## config.mk

```make
export PLATFORM = sky130hd
export DESIGN_NAME = word_fetch_sequencer_flat
export DESIGN_NICKNAME = d
export VERILOG_FILES = /design/src/rtl/word_fetch_sequencer_pkg.sv /design/src/rtl/word_fetch_sequencer_if.sv /design/src/rtl/word_fetch_sequencer_ack_timeout_counter.sv /design/src/rtl/word_fetch_sequencer.sv /design/src/flat_wrapper.sv
export SDC_FILE = /design/constraint.sdc
export NUM_CORES = 1
export LEC_CHECK = 0
export ABC_AREA = 1
export BUFFER_PORTS_ARGS = -buffer_cell sky130_fd_sc_hd__buf_2
export CAP_MARGIN = 30
export CORE_MARGIN = 10
export CORE_UTILIZATION = 52
export DETAILED_ROUTE_END_ITERATION = 6
export MAX_ROUTING_LAYER = met4
export PLACE_DENSITY = 0.88
export REMOVE_ABC_BUFFERS = 1
export SLEW_MARGIN = 25
export SYNTH_ARGS = -nofsm -noshare
export SYNTH_HDL_FRONTEND = slang
export SYNTH_SLANG_ARGS = --single-unit
```

## constraint.sdc

```tcl
create_clock -name Clock -period 1.8 [get_ports Clock]
set_input_delay 0.54 -clock Clock [delete_from_list [all_inputs] [get_ports Clock]]
set_output_delay 0.54 -clock Clock [all_outputs]
set_load 0.02 [all_outputs]
```

## src/rtl/word_fetch_sequencer_pkg.sv

```systemverilog
// Shared types and constants for the operand fetch sequencer.
package fetch_pkg;

    // Sequencer states; FIN reports either Done or Error.
    typedef enum logic [2:0] {
        ST_IDLE    = 3'd0,
        ST_REQ_LO  = 3'd1,
        ST_LOAD_LO = 3'd2,
        ST_REQ_HI  = 3'd3,
        ST_LOAD_HI = 3'd4,
        ST_FIN     = 3'd5
    } state_t;

    // Operand kinds; the reserved code behaves like a zero-extended byte.
    typedef enum logic [1:0] {
        LEN_BYTE_ZX = 2'b00,
        LEN_BYTE_SX = 2'b01,
        LEN_WORD    = 2'b10,
        LEN_RSVD    = 2'b11
    } len_t;

    // Downstream register function selects.
    localparam logic [2:0] FS_NONE      = 3'b000;
    localparam logic [2:0] FS_ZERO_EXT  = 3'b100;
    localparam logic [2:0] FS_LOW_BYTE  = 3'b101;
    localparam logic [2:0] FS_HIGH_BYTE = 3'b110;
    localparam logic [2:0] FS_SIGN_EXT  = 3'b111;

    // Function select used for the first (low) byte of a transfer.
    function automatic logic [2:0] lo_funsel(input len_t len);
        case (len)
            LEN_BYTE_SX: return FS_SIGN_EXT;
            LEN_WORD:    return FS_LOW_BYTE;
            default:     return FS_ZERO_EXT;
        endcase
    endfunction

endpackage

```

## src/rtl/word_fetch_sequencer_if.sv

```systemverilog
// Byte-wide memory read bus with request/acknowledge handshake.
interface word_fetch_sequencer_if;
    logic        MemReq;
    logic [15:0] MemAddr;
    logic        MemAck;
    logic [7:0]  MemData;

    // The sequencer issues requests and addresses.
    modport master (output MemReq, output MemAddr, input MemAck, input MemData);
    // The memory answers with ack and data.
    modport slave  (input MemReq, input MemAddr, output MemAck, output MemData);
endinterface

```

## src/rtl/word_fetch_sequencer_ack_timeout_counter.sv

```systemverilog
// Counts unacknowledged request cycles and flags when the wait budget is spent.
module ack_timeout_counter #(
    parameter int MAX_WAIT = 15
) (
    input  logic clk,
    input  logic rst_n,
    input  logic clear,
    input  logic count_en,
    output logic expired
);
    logic [7:0] count;

    // expired is raised during the MAX_WAIT-th waiting cycle so the FSM can
    // abort on the edge that ends it.
    assign expired = (count == 8'(MAX_WAIT - 1));

    // Wait counter: cleared outside request states, saturates once expired.
    always_ff @(posedge clk or negedge rst_n) begin
        if (!rst_n) begin
            count <= '0;
        end else if (clear) begin
            count <= '0;
        end else if (count_en && !expired) begin
            count <= count + 8'd1;
        end
    end
endmodule

```

## src/rtl/word_fetch_sequencer.sv

```systemverilog
// Fetches an 8/16-bit operand byte-by-byte from memory and loads it into a
// downstream FunSel register with one or two partial-load commands.
module word_fetch_sequencer
    import fetch_pkg::*;
#(
    parameter int MAX_WAIT = 15
) (
    input  logic                          Clock,
    input  logic                          Reset,
    input  logic                          Start,
    input  logic [15:0]                   Addr,
    input  logic [1:0]                    Len,
    word_fetch_sequencer_if.master        mem,
    output logic [15:0]                   RegI,
    output logic                          RegE,
    output logic [2:0]                    RegFunSel,
    output logic                          Busy,
    output logic                          Done,
    output logic                          Error
);
    state_t state;
    len_t   len_q;
    logic   in_req;
    logic   expired;

    assign in_req = (state == ST_REQ_LO) || (state == ST_REQ_HI);

    // The counter is held clear outside request states, so it restarts at
    // zero on entry to every REQ state.
    ack_timeout_counter #(.MAX_WAIT(MAX_WAIT)) u_timeout (
        .clk      (Clock),
        .rst_n    (Reset),
        .clear    (!in_req),
        .count_en (in_req && !mem.MemAck),
        .expired  (expired)
    );

    // Sequencer FSM with all outputs registered alongside the state.
    always_ff @(posedge Clock or negedge Reset) begin
        if (!Reset) begin
            state       <= ST_IDLE;
            len_q       <= LEN_BYTE_ZX;
            mem.MemReq  <= 1'b0;
            mem.MemAddr <= '0;
            RegI        <= '0;
            RegE        <= 1'b0;
            RegFunSel   <= FS_NONE;
            Busy        <= 1'b0;
            Done        <= 1'b0;
            Error       <= 1'b0;
        end else begin
            case (state)
                ST_IDLE: begin
                    if (Start) begin
                        mem.MemAddr <= Addr;
                        len_q       <= len_t'(Len);
                        mem.MemReq  <= 1'b1;
                        Busy        <= 1'b1;
                        state       <= ST_REQ_LO;
                    end
                end
                ST_REQ_LO, ST_REQ_HI: begin
                    if (mem.MemAck) begin
                        RegI       <= {8'h00, mem.MemData};
                        mem.MemReq <= 1'b0;
                        RegE       <= 1'b1;
                        if (state == ST_REQ_LO) begin
                            RegFunSel <= lo_funsel(len_q);
                            state     <= ST_LOAD_LO;
                        end else begin
                            RegFunSel <= FS_HIGH_BYTE;
                            state     <= ST_LOAD_HI;
                        end
                    end else if (expired) begin
                        mem.MemReq <= 1'b0;
                        Error      <= 1'b1;
                        state      <= ST_FIN;
                    end
                end
                ST_LOAD_LO: begin
                    RegE      <= 1'b0;
                    RegFunSel <= FS_NONE;
                    if (len_q == LEN_WORD) begin
                        // 16-bit address wraps naturally from FFFF to 0000.
                        mem.MemAddr <= mem.MemAddr + 16'd1;
                        mem.MemReq  <= 1'b1;
                        state       <= ST_REQ_HI;
                    end else begin
                        Done  <= 1'b1;
                        state <= ST_FIN;
                    end
                end
                ST_LOAD_HI: begin
                    RegE      <= 1'b0;
                    RegFunSel <= FS_NONE;
                    Done      <= 1'b1;
                    state     <= ST_FIN;
                end
                ST_FIN: begin
                    Done  <= 1'b0;
                    Error <= 1'b0;
                    Busy  <= 1'b0;
                    state <= ST_IDLE;
                end
                default: begin
                    state <= ST_IDLE;
                end
            endcase
        end
    end
endmodule

```

## src/flat_wrapper.sv

```systemverilog
// flat-port wrapper written by rule: the top's interface ports become plain ports
module word_fetch_sequencer_flat import fetch_pkg::*;
#(
    parameter int MAX_WAIT = 15
)
  (Clock, Reset, Start, Addr, Len, RegI, RegE, RegFunSel, Busy, Done, Error, mem_MemReq, mem_MemAddr, mem_MemAck, mem_MemData);
  word_fetch_sequencer_if mem_i ();
  input  logic Clock;
  input  logic Reset;
  input  logic Start;
  input  logic [15:0] Addr;
  input  logic [1:0] Len;
  output logic [15:0] RegI;
  output logic RegE;
  output logic [2:0] RegFunSel;
  output logic Busy;
  output logic Done;
  output logic Error;
  output wire logic [$bits(mem_i.MemReq)-1:0] mem_MemReq;
  output wire logic [$bits(mem_i.MemAddr)-1:0] mem_MemAddr;
  input wire logic [$bits(mem_i.MemAck)-1:0] mem_MemAck;
  input wire logic [$bits(mem_i.MemData)-1:0] mem_MemData;
  assign mem_MemReq = mem_i.MemReq;
  assign mem_MemAddr = mem_i.MemAddr;
  assign mem_i.MemAck = mem_MemAck;
  assign mem_i.MemData = mem_MemData;
  word_fetch_sequencer #(.MAX_WAIT(MAX_WAIT)) u_core (.Clock(Clock), .Reset(Reset), .Start(Start), .Addr(Addr), .Len(Len), .mem(mem_i), .RegI(RegI), .RegE(RegE), .RegFunSel(RegFunSel), .Busy(Busy), .Done(Done), .Error(Error));
endmodule
```

* After elaboration in Yosys (flattened, before gate mapping)
Index checks and enable logic that the tools add are counted.
** Storage, ports and cells
- Bits in registers :: 45
- Output and inout bits :: 40
** Operators by class
- Add/subtract/negate cells :: 2
- Equality and inequality tests :: 16
- Mux-type cells :: 28
- Reduce and logical (&&, ||, !) cells :: 23
** Operators by type and width (count)
- 16-bit 2-to-1 mux :: 2
- 16-bit one-hot mux with 2 select lines :: 1
- 3-bit 2-to-1 mux :: 6
- 16-bit by 1-bit adder with 16-bit output, second input constant :: 1
- 8-bit 2-to-1 mux :: 2
- 2-bit != test, second input constant :: 6
- 3-bit one-hot mux with 4 select lines :: 1
- 2-bit AND reduction :: 6
- 8-bit by 1-bit adder with 8-bit output, second input constant :: 1
- 8-bit by 4-bit == test with 1-bit output, second input constant :: 1
- 1-bit 2-to-1 mux :: 8
- 2-bit nonzero test :: 4
- 3-bit by 2-bit == test with 1-bit output, second input constant :: 2
- 3-bit == test, second input constant :: 2
- 1-bit one-hot mux with 2 select lines :: 3
- 1-bit one-hot mux with 3 select lines :: 2
- 3-bit one-hot mux with 2 select lines :: 1
- 3-bit AND reduction :: 2
- 3-bit nonzero test :: 2
- 2-bit one-hot mux with 2 select lines :: 1
- 4-bit AND reduction :: 1
- 2-bit OR reduction :: 2
- 3-bit by 1-bit == test with 1-bit output, second input constant :: 1
- 3-bit zero test :: 1
- 8 further kinds :: 10

* Longest topological paths before layout
- Word-level depth :: 6
- Gate-level depth with buffers :: 10

* Modules after synthesis
From an unflattened synthesis, not the netlist that was laid out.
** Second synthesis, totals
- Cells, all modules :: 359
- Area total of the unflattened synthesis :: 2598.7 µm²
** By module, submodules not included
- word_fetch_sequencer :: times used 1, cells an instance 291, area an instance 2098.3 µm², seq. area each 900.9 µm²
- ack_timeout_counter :: times used 1, cells an instance 68, area an instance 500.5 µm², seq. area each 200.2 µm²

* Worst setup path before layout
OpenSTA, ideal clock, no wires.
- Path type :: register -> register
- From :: register u_core.mem.MemAddr[1]
- To :: register u_core.mem.MemAddr[14]
- Data arrival time :: 1.319 ns
- Required time :: 1.683 ns
- Setup slack :: 0.365 ns
- Cell stages (with the launch flop) :: 9
- Path buffers :: 0
- Period minus slack after synthesis :: 1.435 ns
- Cells stage by stage :: dfrtp_1 -> ha_1 -> nand3_1 -> nor2_1 -> nand3_1 -> nand2_1 -> nand3_1 -> nand2_1 -> nand2_1
** On the way
- Word-level cells in the longest chain between the ends :: 3
** RTL lines
- start, declared :: line word_fetch_sequencer_if.sv:9 : modport master (output MemReq, output MemAddr, input MemAck, input MemData);
- start signal, assigned :: line word_fetch_sequencer.sv:55 : mem.MemAddr <= Addr;
- start signal, assigned :: line word_fetch_sequencer.sv:85 : mem.MemAddr <= mem.MemAddr + 16'd1;
- 16-bit by 1-bit adder with 16-bit output :: line word_fetch_sequencer.sv:85
- 16-bit 2-to-1 mux :: line word_fetch_sequencer.sv:83 : if (len_q == LEN_WORD) begin
- 16-bit one-hot mux with 2 select lines :: line word_fetch_sequencer.sv:52 : case (state)
No other way between the ends. The select of a mux whose other input is x is not followed.
A chain may end at the register's enable or synchronous reset.

* Final worst setup path
- From :: register u_core.state[0]
- To :: register u_core.mem.MemAddr[10]
** On the way
- Word-level cells in the longest chain between the ends :: 3
- Elaborated cells on any way between the ends :: 7
- Those cells by class :: eq/ne (3); mux (1); reduce/logical (3)
** RTL lines
- start, declared :: line word_fetch_sequencer.sv:21 : state_t state;
- start signal, assigned :: line word_fetch_sequencer.sv:41 : state <= ST_IDLE;
- start signal, assigned :: line word_fetch_sequencer.sv:59 : state <= ST_REQ_LO;
- start signal, assigned :: line word_fetch_sequencer.sv:69 : state <= ST_LOAD_LO;
- 3-bit by 2-bit == test with 1-bit output / 3-bit zero test (equally long branches) :: line word_fetch_sequencer.sv:52
- 2-bit by 1-bit != test with 1-bit output (no line) (tied with other cells)
- 3-bit AND reduction (no line)
Parallel ways exist; a longest one is shown, timed or not.

==> impl_metrics.tcl <==
set metrics [dict create \
    worst_skew_pair.late_latency_ns 0.31 \
    vias 2431 \
    p_leak_nw 1.59 \
    setup_violations 0 \
    area_delta_synth_final_pct 17.0 \
    ys_seq_area_share_pct 43.2 \
    synth-xor-area-share_pct 2.06 \
    fin_worst_skew_ns 0.00888 \
    cp.arrival_ns 1.84 \
    synthDistinctLibCells 31 \
    gr-usage-all-layers_pct 15.9 \
    max_freq_mhz 615 \
    diodes 0 \
    fin_tns_setup_ns 0 \
    dr.pass1.iters 4 \
    pre_cts_ws_ns 0.150 \
    synth-compound-area-share_pct 9.14 \
    syn_inst 349 \
    period_minus_slack_ns 1.63 \
    synth.ff_latch_count 44 \
    wl_per_cell_um 13.1 \
    postCtsSetupBuffers 0 \
    critical_path.endpoint "u_core.mem.MemAddr[10]$_DFFE_PN0P_" \
    intPower_mw 2.48 \
    startpoint_type "flip-flop" \
    grt.overflow.total 0 \
    synth-simple-area-share_pct 33.1 \
    relSlewSlack_pct 63.5 \
    clock_power_share_pct 13.6 \
    vdd_ir_drop_max_mv 1.03 \
    synth_fa_ha_area_share_pct 2.46 \
    r2r_end "u_core.mem.MemAddr[10]$_DFFE_PN0P_" \
    cts_hold_buf 0 \
    crit_path_end_kind "flip-flop" \
    fill_cells 440 \
    drive_gt1_share_pct 21.4 \
    path_clk_slew_ns 0.10 \
    cts.path.max_buffers 2 \
    synth_top_cell_area_share_pct 43.2 \
    cts_max_level 2 \
    grt_max_degree 45 \
    r2r-start "u_core.state[0]$_DFFE_PN0P_" \
    slew_viol_final 0 \
    crit_start "u_core.state[0]$_DFFE_PN0P_" \
    antenna_left 0 \
    place.gp.congestion 0.921 \
    worst_pin_slew_ns 0.548 \
    critPathKind "flip-flop to flip-flop" \
    combPwrFrac_pct 49.8 \
    netSwitchingFraction_pct 49.5 \
    muxShareOfSynthArea_pct 0 \
    period_share_pct 90.4 \
    synth_top_family_by_area "simple AND/OR/NAND/NOR gates" \
    rsz0062_at_grt "false" \
    hold_class "input port to asynchronous set/reset pin" \
    yosys_warnings 0 \
    syn_avg_cell_area_sq_um 7.30 \
    cts_sinks 44 \
    worst_slack_ns 0.173 \
    dieArea_sq_mm 0.00810 \
    antenna_found_initial 0 \
    grt_pass1_vias 2428 \
    io_buffers 61 \
    dr.first_iter.drc_count 127 \
    path_max_fanout 28 \
    final_nets 449 \
    status "finished, final reports clean" \
    switchingPower_mw 2.42 \
    cts_resized 0 \
    initial_utilization_pct 53.9 \
    via_per_inst 5.04 \
    ys_top_cells_by_area "dfrtp_1, nand2_1, o21ai_0, nor2_1, inv_1" \
    syn-cell-area_sq_mm 0.00255 \
    dp_hpwl_um 4780 \
    drc 0 \
    root_buffer "clkbuf_8" \
    die_w_um 90.0 \
    synth_area_leader_cell "dfrtp_1" \
    seqPwrFrac_pct 36.5 \
    cts_buffers 5 \
    ff2ff_setup_slack_ns 0.17 \
    rows 25 \
    coreArea_sq_mm 0.00472 \
    rr_worst_depth 8 \
    maxCapViolations 0 \
    die_h_um 90.0 \
    drt-total-wl_um 6300 \
    io_pins 70 \
    critPathRequiredTime_ns 2.01 \
    cts_tree "yes" \
    powerDensity_mw_per_mm2 1640 \
    grt_pass1_wl_um 10800 \
    hold_viol 0 \
]
worst min path at each step:
stage / endpoint / slack (ns) / cells after the start
floorplan: u_core.Busy$_DFFE_PN0P_ / 0.24 / 0
global placement: u_core.RegI[7]$_DFFE_PN0P_ / 0.46 / 2
detailed placement: u_core.RegI[0]$_DFFE_PN0P_ / 0.47 / 2
CTS: u_core.mem.MemAddr[2]$_DFFE_PN0P_ / 0.31 / 2
global route: u_core.mem.MemAddr[2]$_DFFE_PN0P_ / 0.33 / 2
finish: u_core.mem.MemAddr[2]$_DFFE_PN0P_ / 0.30 / 2
power groups by stage:
| stage | sequential, mW | clock, mW | combinational [mW] |
|---|---|---|---|
| global route | 1.86 | 0.718 | 2.77 |
| CTS | 1.78 | 0.678 | 2.47 |
| finish | 1.79 | 0.668 | 2.44 |
| detailed placement | 1.79 | 0 | 2.46 |
| global placement | 1.79 | 0 | 2.37 |
| floorplan | 2.15 | 0 | 1.26 |
stage by stage:
| step | area, sq um | utilization, % | instances | hold slack (ns) | total power [mW] |
|---|---|---|---|---|---|
| floorplan | 2470 | - | 342 | 0.244 | 3.41 |
| global placement | 2890 | 61.1 | 474 | 0.459 | 4.16 |
| detailed placement | 2890 | 61.1 | 474 | 0.465 | 4.26 |
| CTS | 2980 | 63.1 | 482 | 0.314 | 4.93 |
| global route | 2980 | 63.1 | 482 | 0.330 | 5.35 |
| finish | 2980 | 63.1 | 482 | 0.298 | 4.90 |
synth_stat cells:
cell type / n
buf_6: 2
xor2_1: 4
nand2_1: 110
nand2_2: 1
nor2_4: 1
o21ai_1: 2
o21ai_2: 1
nor2_1: 38
buf_2: 3
nand2_4: 1
dfrtp_1: 44
nand4_1: 9
or2_2: 4
o211ai_1: 1
conb_1: 1
inv_1: 33
inv_2: 6
o22ai_1: 1
nor3_1: 4
xnor2_1: 2
buf_4: 9
o21bai_1: 1
nor2_2: 1
nand3_1: 24
nand3_4: 1
a21oi_1: 7
o21ai_0: 29
ha_1: 5
nand3b_1: 1
a31oi_1: 2
and2_1: 1
cells by family (layout without fill, tap and decap cells):
logic type / count (synthesis) / after routing
AOI/OAI and AO/OA: 44 / 44
xor gates and xnor gates: 6 / 6
adders and majority gates: 5 / 5
buffers and inverters: 53 / 112
DFF: 44 / 44
other: 1 / 8
and+or+nand+nor: 196 / 196
registers in the layout (all words and copies together), names as in the netlist:
name                    count
u_core.state                3
u_core.mem.MemAddr         16
u_core.RegFunSel            3
u_core.Done                 1
u_core.Error                1
u_core.len_q                2
u_core.RegI                 8
u_core.mem.MemReq           1
u_core.u_timeout.count      8
u_core.Busy                 1
final cells by class:
class	count	area [sq um]	share of cell area (%)
Inverter	39	146	4.91
Clock inverter	3	25.0	0.839
Sequential cell	44	1100	36.9
Timing Repair Buffer	65	335	11.2
Tap cell	67	83.8	2.81
Clock buffer	5	68.8	2.31
Multi-Input combinational cell	259	1220	41.0
critical path, cell delays in order, from the launching register on:
cell and delay [ns]:
dfrtp_1 0.43, inv_2 0.13, nand3_4 0.16, inv_2 0.37, nand4_1 0.18, nand2_1 0.10, nand2_1 0.05, nand2_1 0.06
inv_1 0.04
routing by layer:
metal / vias up / global-route usage [%] / routed length [um]
met5: - / - / 0
met4: 0 / 6.10 / 77
met3: 10 / 4.07 / 329
met2: 94 / 25.5 / 2980
met1: 1104 / 18.7 / 2910
li1: 1223 / - / -
layout by cell type (no fill, tap or decap), types with 4 or more instances in the layout:
cell / count
o21ai_0: 29
nand2_1: 110
nand4_1: 9
clkbuf_8: 5
dfrtp_1: 44
inv_2: 6
or2_2: 4
nor2_1: 38
a21oi_1: 7
nand3_1: 24
buf_2: 61
conb_1: 8
ha_1: 5
inv_1: 33
nor3_1: 4
buf_4: 4
xor2_1: 4
Power figures use the tool's default switching activity.
